`src/rtl/sram_arb_pkg.sv`:
```
// Shared definitions for the SRAM arbiter: default widths, response-owner
// encoding and the starve counter width helper.
package sram_arb_pkg;

   localparam int unsigned ADDR_W_DEF     = 32;
   localparam int unsigned DATA_W_DEF     = 32;
   localparam int unsigned STARVE_MAX_DEF = 3;

   // Legacy owner encodings, kept as plain constants for older code that
   // compares against raw values.
   localparam logic [1:0] RESP_NONE = 2'd0;
   localparam logic [1:0] RESP_INST = 2'd1;
   localparam logic [1:0] RESP_DATA = 2'd2;

   typedef enum logic [1:0] {
      OWNER_NONE = RESP_NONE,
      OWNER_INST = RESP_INST,
      OWNER_DATA = RESP_DATA
   } resp_owner_t;

   // Starve counter must hold STARVE_MAX and is never narrower than 2 bits.
   function automatic int unsigned starve_w(input int unsigned max_cnt);
      int unsigned w;
      w = $clog2(max_cnt + 1);
      return (w < 2) ? 2 : w;
   endfunction

endpackage

```
`src/rtl/sram_arb_prio.sv`:
```
// Winner selection between the inst and data requesters. Data normally
// wins; inst is forced through once it has been denied STARVE_MAX times in
// a row.
module sram_arb_prio
   import sram_arb_pkg::*;
#(
   parameter int unsigned STARVE_MAX = STARVE_MAX_DEF
) (
   input  logic clk,
   input  logic resetn,
   input  logic inst_req,
   input  logic data_req,
   output logic grant_inst,
   output logic grant_data
);

   localparam int unsigned CNT_W = starve_w(STARVE_MAX);

   logic [CNT_W-1:0] starve_cnt;
   logic             starved;

   // Combinational grant: at most one winner per cycle.
   always_comb begin
      starved    = (starve_cnt == CNT_W'(STARVE_MAX));
      grant_inst = inst_req & (~data_req | starved);
      grant_data = data_req & ~grant_inst;
   end

   // Count consecutive inst denials, clear on an inst grant, saturate at STARVE_MAX.
   always_ff @(posedge clk or negedge resetn) begin
      if (!resetn)
         starve_cnt <= '0;
      else if (grant_inst)
         starve_cnt <= '0;
      else if (inst_req && !starved)
         starve_cnt <= starve_cnt + CNT_W'(1);
   end

endmodule

```
`src/rtl/sram_arb.sv`:
```
// Arbiter sharing one single-port SRAM between the fetch (inst) and memory
// (data) stages. One access per cycle; the response comes back the cycle
// after the grant to whichever master owned that access.
module sram_arb
   import sram_arb_pkg::*;
#(
   parameter int unsigned ADDR_W     = ADDR_W_DEF,
   parameter int unsigned DATA_W     = DATA_W_DEF,
   parameter int unsigned STARVE_MAX = STARVE_MAX_DEF
) (
   input  logic                clk,
   input  logic                resetn,

   input  logic                inst_req,
   input  logic [DATA_W/8-1:0] inst_we,
   input  logic [ADDR_W-1:0]   inst_addr,
   input  logic [DATA_W-1:0]   inst_wdata,
   output logic                inst_addr_ok,
   output logic                inst_data_ok,
   output logic [DATA_W-1:0]   inst_rdata,

   input  logic                data_req,
   input  logic [DATA_W/8-1:0] data_we,
   input  logic [ADDR_W-1:0]   data_addr,
   input  logic [DATA_W-1:0]   data_wdata,
   output logic                data_addr_ok,
   output logic                data_data_ok,
   output logic [DATA_W-1:0]   data_rdata,

   output logic                sram_en,
   output logic [DATA_W/8-1:0] sram_we,
   output logic [ADDR_W-1:0]   sram_addr,
   output logic [DATA_W-1:0]   sram_wdata,
   input  logic [DATA_W-1:0]   sram_rdata
);

   logic        grant_inst;
   logic        grant_data;
   resp_owner_t resp_owner;
   resp_owner_t owner_nxt;
   logic        resp_rd;
   logic        rd_nxt;

   sram_arb_prio #(
      .STARVE_MAX (STARVE_MAX)
   ) u_prio (
      .clk        (clk),
      .resetn     (resetn),
      .inst_req   (inst_req),
      .data_req   (data_req),
      .grant_inst (grant_inst),
      .grant_data (grant_data)
   );

   // Route the winner's request to the SRAM; everything is gated while in
   // reset so no access or handshake leaks out during the reset window.
   always_comb begin
      inst_addr_ok = grant_inst & resetn;
      data_addr_ok = grant_data & resetn;
      sram_en      = (grant_inst | grant_data) & resetn;
      sram_we      = '0;
      if (sram_en)
         sram_we = grant_inst ? inst_we : data_we;
      sram_addr  = grant_inst ? inst_addr  : data_addr;
      sram_wdata = grant_inst ? inst_wdata : data_wdata;
   end

   // Next response owner and whether the granted access is a read.
   always_comb begin
      owner_nxt = OWNER_NONE;
      if (grant_inst)
         owner_nxt = OWNER_INST;
      else if (grant_data)
         owner_nxt = OWNER_DATA;
      rd_nxt = grant_inst ? ~|inst_we : ~|data_we;
   end

   // Response owner register; reset drops any pending response.
   always_ff @(posedge clk or negedge resetn) begin
      if (!resetn) begin
         resp_owner <= OWNER_NONE;
         resp_rd    <= 1'b0;
      end else begin
         resp_owner <= owner_nxt;
         resp_rd    <= rd_nxt;
      end
   end

   // Deliver the one-cycle response to the owner; read data only for reads.
   always_comb begin
      inst_data_ok = (resp_owner == OWNER_INST);
      data_data_ok = (resp_owner == OWNER_DATA);
      inst_rdata   = (inst_data_ok && resp_rd) ? sram_rdata : '0;
      data_rdata   = (data_data_ok && resp_rd) ? sram_rdata : '0;
   end

endmodule

```
`config.mk`:
```
export PLATFORM = sky130hd
export DESIGN_NAME = sram_arb
export DESIGN_NICKNAME = d
export VERILOG_FILES = /design/src/rtl/sram_arb_pkg.sv /design/src/rtl/sram_arb_prio.sv /design/src/rtl/sram_arb.sv
export SDC_FILE = /design/constraint.sdc
export NUM_CORES = 1
export LEC_CHECK = 0
export ABC_AREA = 0
export CAP_MARGIN = 20
export CELL_PAD_IN_SITES_DETAIL_PLACEMENT = 0
export CELL_PAD_IN_SITES_GLOBAL_PLACEMENT = 1
export CORE_MARGIN = 2
export CORE_UTILIZATION = 11
export CTS_CLUSTER_SIZE = 12
export DETAILED_ROUTE_END_ITERATION = 10
export PLACE_DENSITY = 0.81
export RECOVER_POWER = 50
export SLEW_MARGIN = 20
export SYNTH_ARGS = -nofsm -noshare
export SYNTH_HDL_FRONTEND = slang
export SYNTH_SLANG_ARGS = --single-unit
export TNS_END_PERCENT = 30
```
`constraint.sdc`:
```
create_clock -name clk -period 2.6 [get_ports clk]
set_input_delay 0.65 -clock clk [delete_from_list [all_inputs] [get_ports clk]]
set_output_delay 0.65 -clock clk [all_outputs]
set_load 0.02 [all_outputs]
```
After elaboration in Yosys (flattened, before gate mapping)
Cells that the tools add are included.
{"block": "word_totals", "regBits": 5, "in_bits": 172, "out_inout_bits": 137, "elab_cells": 36}
{"block": "op_classes", "n_addsub": 1, "eq_ne": 3, "muxes": 11, "bitwise": 9, "reduce_logical": 9}
{"op": "32-bit 2-to-1 mux", "count": 4}
{"op": "2-bit 2-to-1 mux", "count": 4}
{"op": "4-bit 2-to-1 mux", "count": 2}
{"op": "4-bit OR reduction", "count": 2}
{"op": "1-bit AND", "count": 5}
{"op": "2-bit equality test (second input constant)", "count": 2}
{"op": "1-bit logical AND", "count": 3}
{"op": "1-bit zero test", "count": 3}
{"op": "2-bit by 1-bit adder with 2-bit output (second input constant)", "count": 1}
{"op": "2-bit by 1-bit equality test with 1-bit output (second input constant)", "count": 1}
{"op": "1-bit inverter", "count": 2}
{"op": "1-bit OR", "count": 2}
{"op": "2-bit nonzero test", "count": 1}
{"op": "1-bit 2-to-1 mux", "count": 1}

Longest topological paths before layout
{"block": "depth", "ltp_word": 8, "mapped_depth": 6, "depth_no_buf": 4}

Cells and area by module
Synthesis repeated with hierarchy kept, for this count alone.
{"block": "unflattened", "cells_unflattened": 178, "area_unflattened_um2": 1911.8}
{"mod": "sram_arb", "instances": 1, "cells_per_inst": 166, "area_each_um2": 1790.5, "seq_area_each_um2": 75.1}
{"mod": "sram_arb_prio", "instances": 1, "cells_per_inst": 12, "area_each_um2": 121.4, "seq_area_each_um2": 50.0}

Worst setup path after synthesis
No wires, ideal clock.
{"block": "synth_path", "kind": "register to output", "from": "reg u_prio.starve_cnt[0]", "to": "out sram_wdata[15]", "arrival_ps": 1443, "required_time_ps": 1950, "slack_ps": 507, "stages_incl_launch_ff": 7, "path_buffers": 2, "cell_sequence": "dfrtp_1 > ha_1 > nand2b_4 > nand2_4 > buf_6 > buf_8 > mux2_4"}
{"block": "synth_via", "elab_chain_len": 4}
{"element": "from (decl)", "line": "sram_arb_prio.sv:19", "rtl": "logic [CNT_W-1:0] starve_cnt;"}
{"element": "from (signal assigned)", "line": "sram_arb_prio.sv:36", "rtl": "starve_cnt <= starve_cnt + CNT_W'(1);"}
{"element": "2-bit equality test", "line": "sram_arb_prio.sv:24", "rtl": "starved = (starve_cnt == CNT_W'(STARVE_MAX));"}
{"element": "1-bit OR", "line": "sram_arb_prio.sv:25", "rtl": "grant_inst = inst_req & (~data_req | starved);"}
{"element": "1-bit AND", "line": "sram_arb_prio.sv:25"}
{"element": "32-bit 2-to-1 mux", "line": "sram_arb.sv:65", "rtl": "sram_wdata = grant_inst ? inst_wdata : data_wdata;"}
{"element": "to (decl)", "line": "sram_arb.sv:33", "rtl": "output logic [DATA_W-1:0] sram_wdata,"}
No other way between the ends.

Worst setup path after layout
{"block": "layout_path", "from": "in data_req", "to": "out sram_wdata[12]"}
{"block": "layout_via", "elab_chain_len": 4}
{"element": "from (decl)", "line": "sram_arb.sv:22", "rtl": "input logic data_req,"}
{"element": "1-bit inverter", "line": "sram_arb_prio.sv:25"}
{"element": "1-bit OR", "line": "sram_arb_prio.sv:25"}
{"element": "1-bit AND", "line": "sram_arb_prio.sv:25"}
{"element": "32-bit 2-to-1 mux", "line": "sram_arb.sv:65"}
No other way between the ends.

==> results.toml <==
[run_status]
status = "completed"

[finish]
stdcell_area_um2 = 4850
area_delta_synth_final_pct = 198
drive_gt1_share_pct = 31.3
antenna_cells = 0
final_common_cell = "clkdlybuf4s50_1"
final_cell_mix = "232 x clkdlybuf4s50_1, 66 x and3_1, 48 x mux2_2"
final_util_pct = 33.5
fill_cells = 1501
nNetsFinal = 675

[sta]
fin_crit_sh_pct = 99.7
rsz0062_at_grt = "yes"
max_slew_margin_pct = 82.4
worst_slew_pin_slew_ns = 0.262
slew_violations = 0
hold_violations = 0
skew_ns = 0.00158
clock.fmax_ghz = 0.386
setup_slack_ns = 0.00907
fin_tns_setup_ns = 0
fin_crit_ns = 2.59
setup_violations = 0

[global_routing]
grt_pass1_vias = 2841
grt_first_pass_wirelength_um = 16700
grt_max_degree = 65
grt.total_usage_pct = 13.7
overflow = 0
antenna_found_initial = 0

[logic_synthesis]
syn_nets = 361
synth_edf_count = 0
yosysUniqueCellTypes = 23
yosys-top-cells-area = "mux2_2 33%, and3_1 25%, mux2_4 15%"
yosysTopAreaCell = "mux2_2"
netlist.area_leader.share_pct = 33.2
synth.avg_cell_area_um2 = 8.67
syn_inst = 188
synthArstFlopShare_pct = 100
netlist_area_um2 = 1630
ys_warn_count = 0
synthFlopType = "dfrtp_1"
yosysSeqAreaShare_pct = 7.68
synth-seq-cells = 5

[power]
swShare_pct = 36.2
p_int_mw = 0.778
power_density_nw_per_um2 = 251
switchingPower_mw = 0.441
clkPwrFrac_pct = 20.9
power_mw = 1.22
ir_worst_vdd_v = 0.000128
seqPwrFrac_pct = 7.5
comb_power_share_pct = 71.6
p_leak_nw = 2.23

[placed_design]
gp_congestion = 0.916
dpl.hpwl_um = 10100
port_buffers = 308
pre_cts_ws_ns = -0.632
placed_area_um2 = 4990

[floorplanning]
dieHeight_um = 126
die-area_um2 = 15800
io_pins = 309
core_um2 = 14500
start_util_pct = 11.3
die_w_um = 126
fp-row-count = 44

[clock_network]
cts-root-buf = "clkbuf_16"
clock_latency_ns = 0.23
cts_max_level = 1
path_clk_slew_ns = 0.03
cts_made_buffers = 3
cts_tree = "yes"
numClockSinks = 5
clockBufferDepth = 2

[detailed_routing]
drt_iter0_markers = 63
drc = 0
routedWlPerCell_um = 16.9
wirelength_um = 11600
drt_first_pass_iters = 4
vias = 2735
postRouteAntennaNets = 0
vias_per_cell = 3.99

[worst_setup_path]
critPathKind = "input port to output pin"
cp-start-kind = "input port"
worstSetupEndpointType = "output pin"
worstPathMaxFanout = 5
crit_arrival_ns = 1.94
cp.required_ns = 1.95

[run]
drv_cap = 0

[hold_path]
hp-class = "flip-flop to flip-flop"
[Yosys cell counts, types with 2 or more instances]
cell type and n:
o21ai_0 6, clkbuf_1 13, buf_4 4, dfrtp_1 5, mux2_4 16, nor2b_1 3
inv_1 4, nand3_1 5, and3_1 66, buf_6 2, a21oi_1 5, mux2_2 48
[state kept, by name, indices dropped and copies added, names as in the netlist]
name / flops
resp_owner: 2
resp_rd: 1
u_prio.starve_cnt: 2
[timing repair]
| item | 4_1_cts | 5_1_grt |
|---|---|---|
| setup buffers | 0 | 0 |
| pin swaps | 1 | 0 |
| gates cloned | 2 | 0 |
| resized for setup | 238 | 40 |
| setup endpoints to repair | 70 | 42 |
| hold buffers | 0 | 0 |
[through the flow]
stage               cells  hold WS, ns
finish                685        0.558
global route          685        0.602
CTS                   685        0.565
detailed placement    679        0.563
global placement      679        0.542
floorplan             188        0.354
[logic make-up (layout without fill, tap and decap cells)]
group	after synthesis	after routing	synth area share [%]
AND/OR/NAND/NOR	81	82	31.3
multiplexers	64	64	47.9
buffers and inverters	25	337	8.37
AO/OA/AOI/OAI	12	12	3.92
flip-flops	5	5	7.68
adder cells (fa/ha/maj)	1	1	0.768
[per-layer routing]
| layer | share of wire [%] | up-vias | track usage, % | wire, um |
|---|---|---|---|---|
| li1 | - | 1333 | - | - |
| met4 | 3.0 | 0 | 4.51 | 346 |
| met1 | 32 | 1186 | 13.1 | 3770 |
| met3 | 11 | 17 | 4.16 | 1310 |
| met2 | 53 | 199 | 27.4 | 6170 |
| met5 | 0 | - | 0 | 0 |
[worst max-delay path: stages]
cell	delay (ns)
dlygate4sd2_1	0.27
nand2b_4	0.13
nand2_8	0.13
buf_4	0.15
mux2_2	0.32
clkdlybuf4s15_2	0.28
[final timing paths]
kind                                                   from                          endpoint  slack (ns)  depth (start not counted)
max                                                data_req                    sram_wdata[12]       0.009                          6
min                        u_prio.starve_cnt[0]$_DFFE_PN0P_  u_prio.starve_cnt[0]$_DFFE_PN0P_        0.56                          2
max reg2reg                u_prio.starve_cnt[0]$_DFFE_PN0P_           resp_owner[1]$_DFF_PN0_        1.31                          5
min reg2reg                u_prio.starve_cnt[0]$_DFFE_PN0P_  u_prio.starve_cnt[0]$_DFFE_PN0P_        0.56                          2
max in group asynchronous                            resetn           resp_owner[1]$_DFF_PN0_        1.68                          2
min in group asynchronous                            resetn  u_prio.starve_cnt[1]$_DFFE_PN0P_        0.80                          2
[power groups by stage]
stage	combinational [mW]	sequential [mW]	clock, mW
floorplan	0.379	0.0905	0
global placement	0.927	0.0919	0
detailed placement	0.937	0.0927	0
CTS	0.909	0.0919	0.258
global route	0.922	0.0928	0.266
finish	0.873	0.0916	0.255
[final cells by class]
cell class / instances / area, um2 / share of cell area (%)
Clock buffer: 4 / 78.8 / 1.63
Tap cell: 184 / 230 / 4.75
Timing Repair Buffer: 329 / 3000 / 61.9
Sequential cell: 5 / 125 / 2.58
Inverter: 4 / 15.0 / 0.310
Multi-Input combinational cell: 159 / 1400 / 28.9
(Power assumes the default switching activity.)
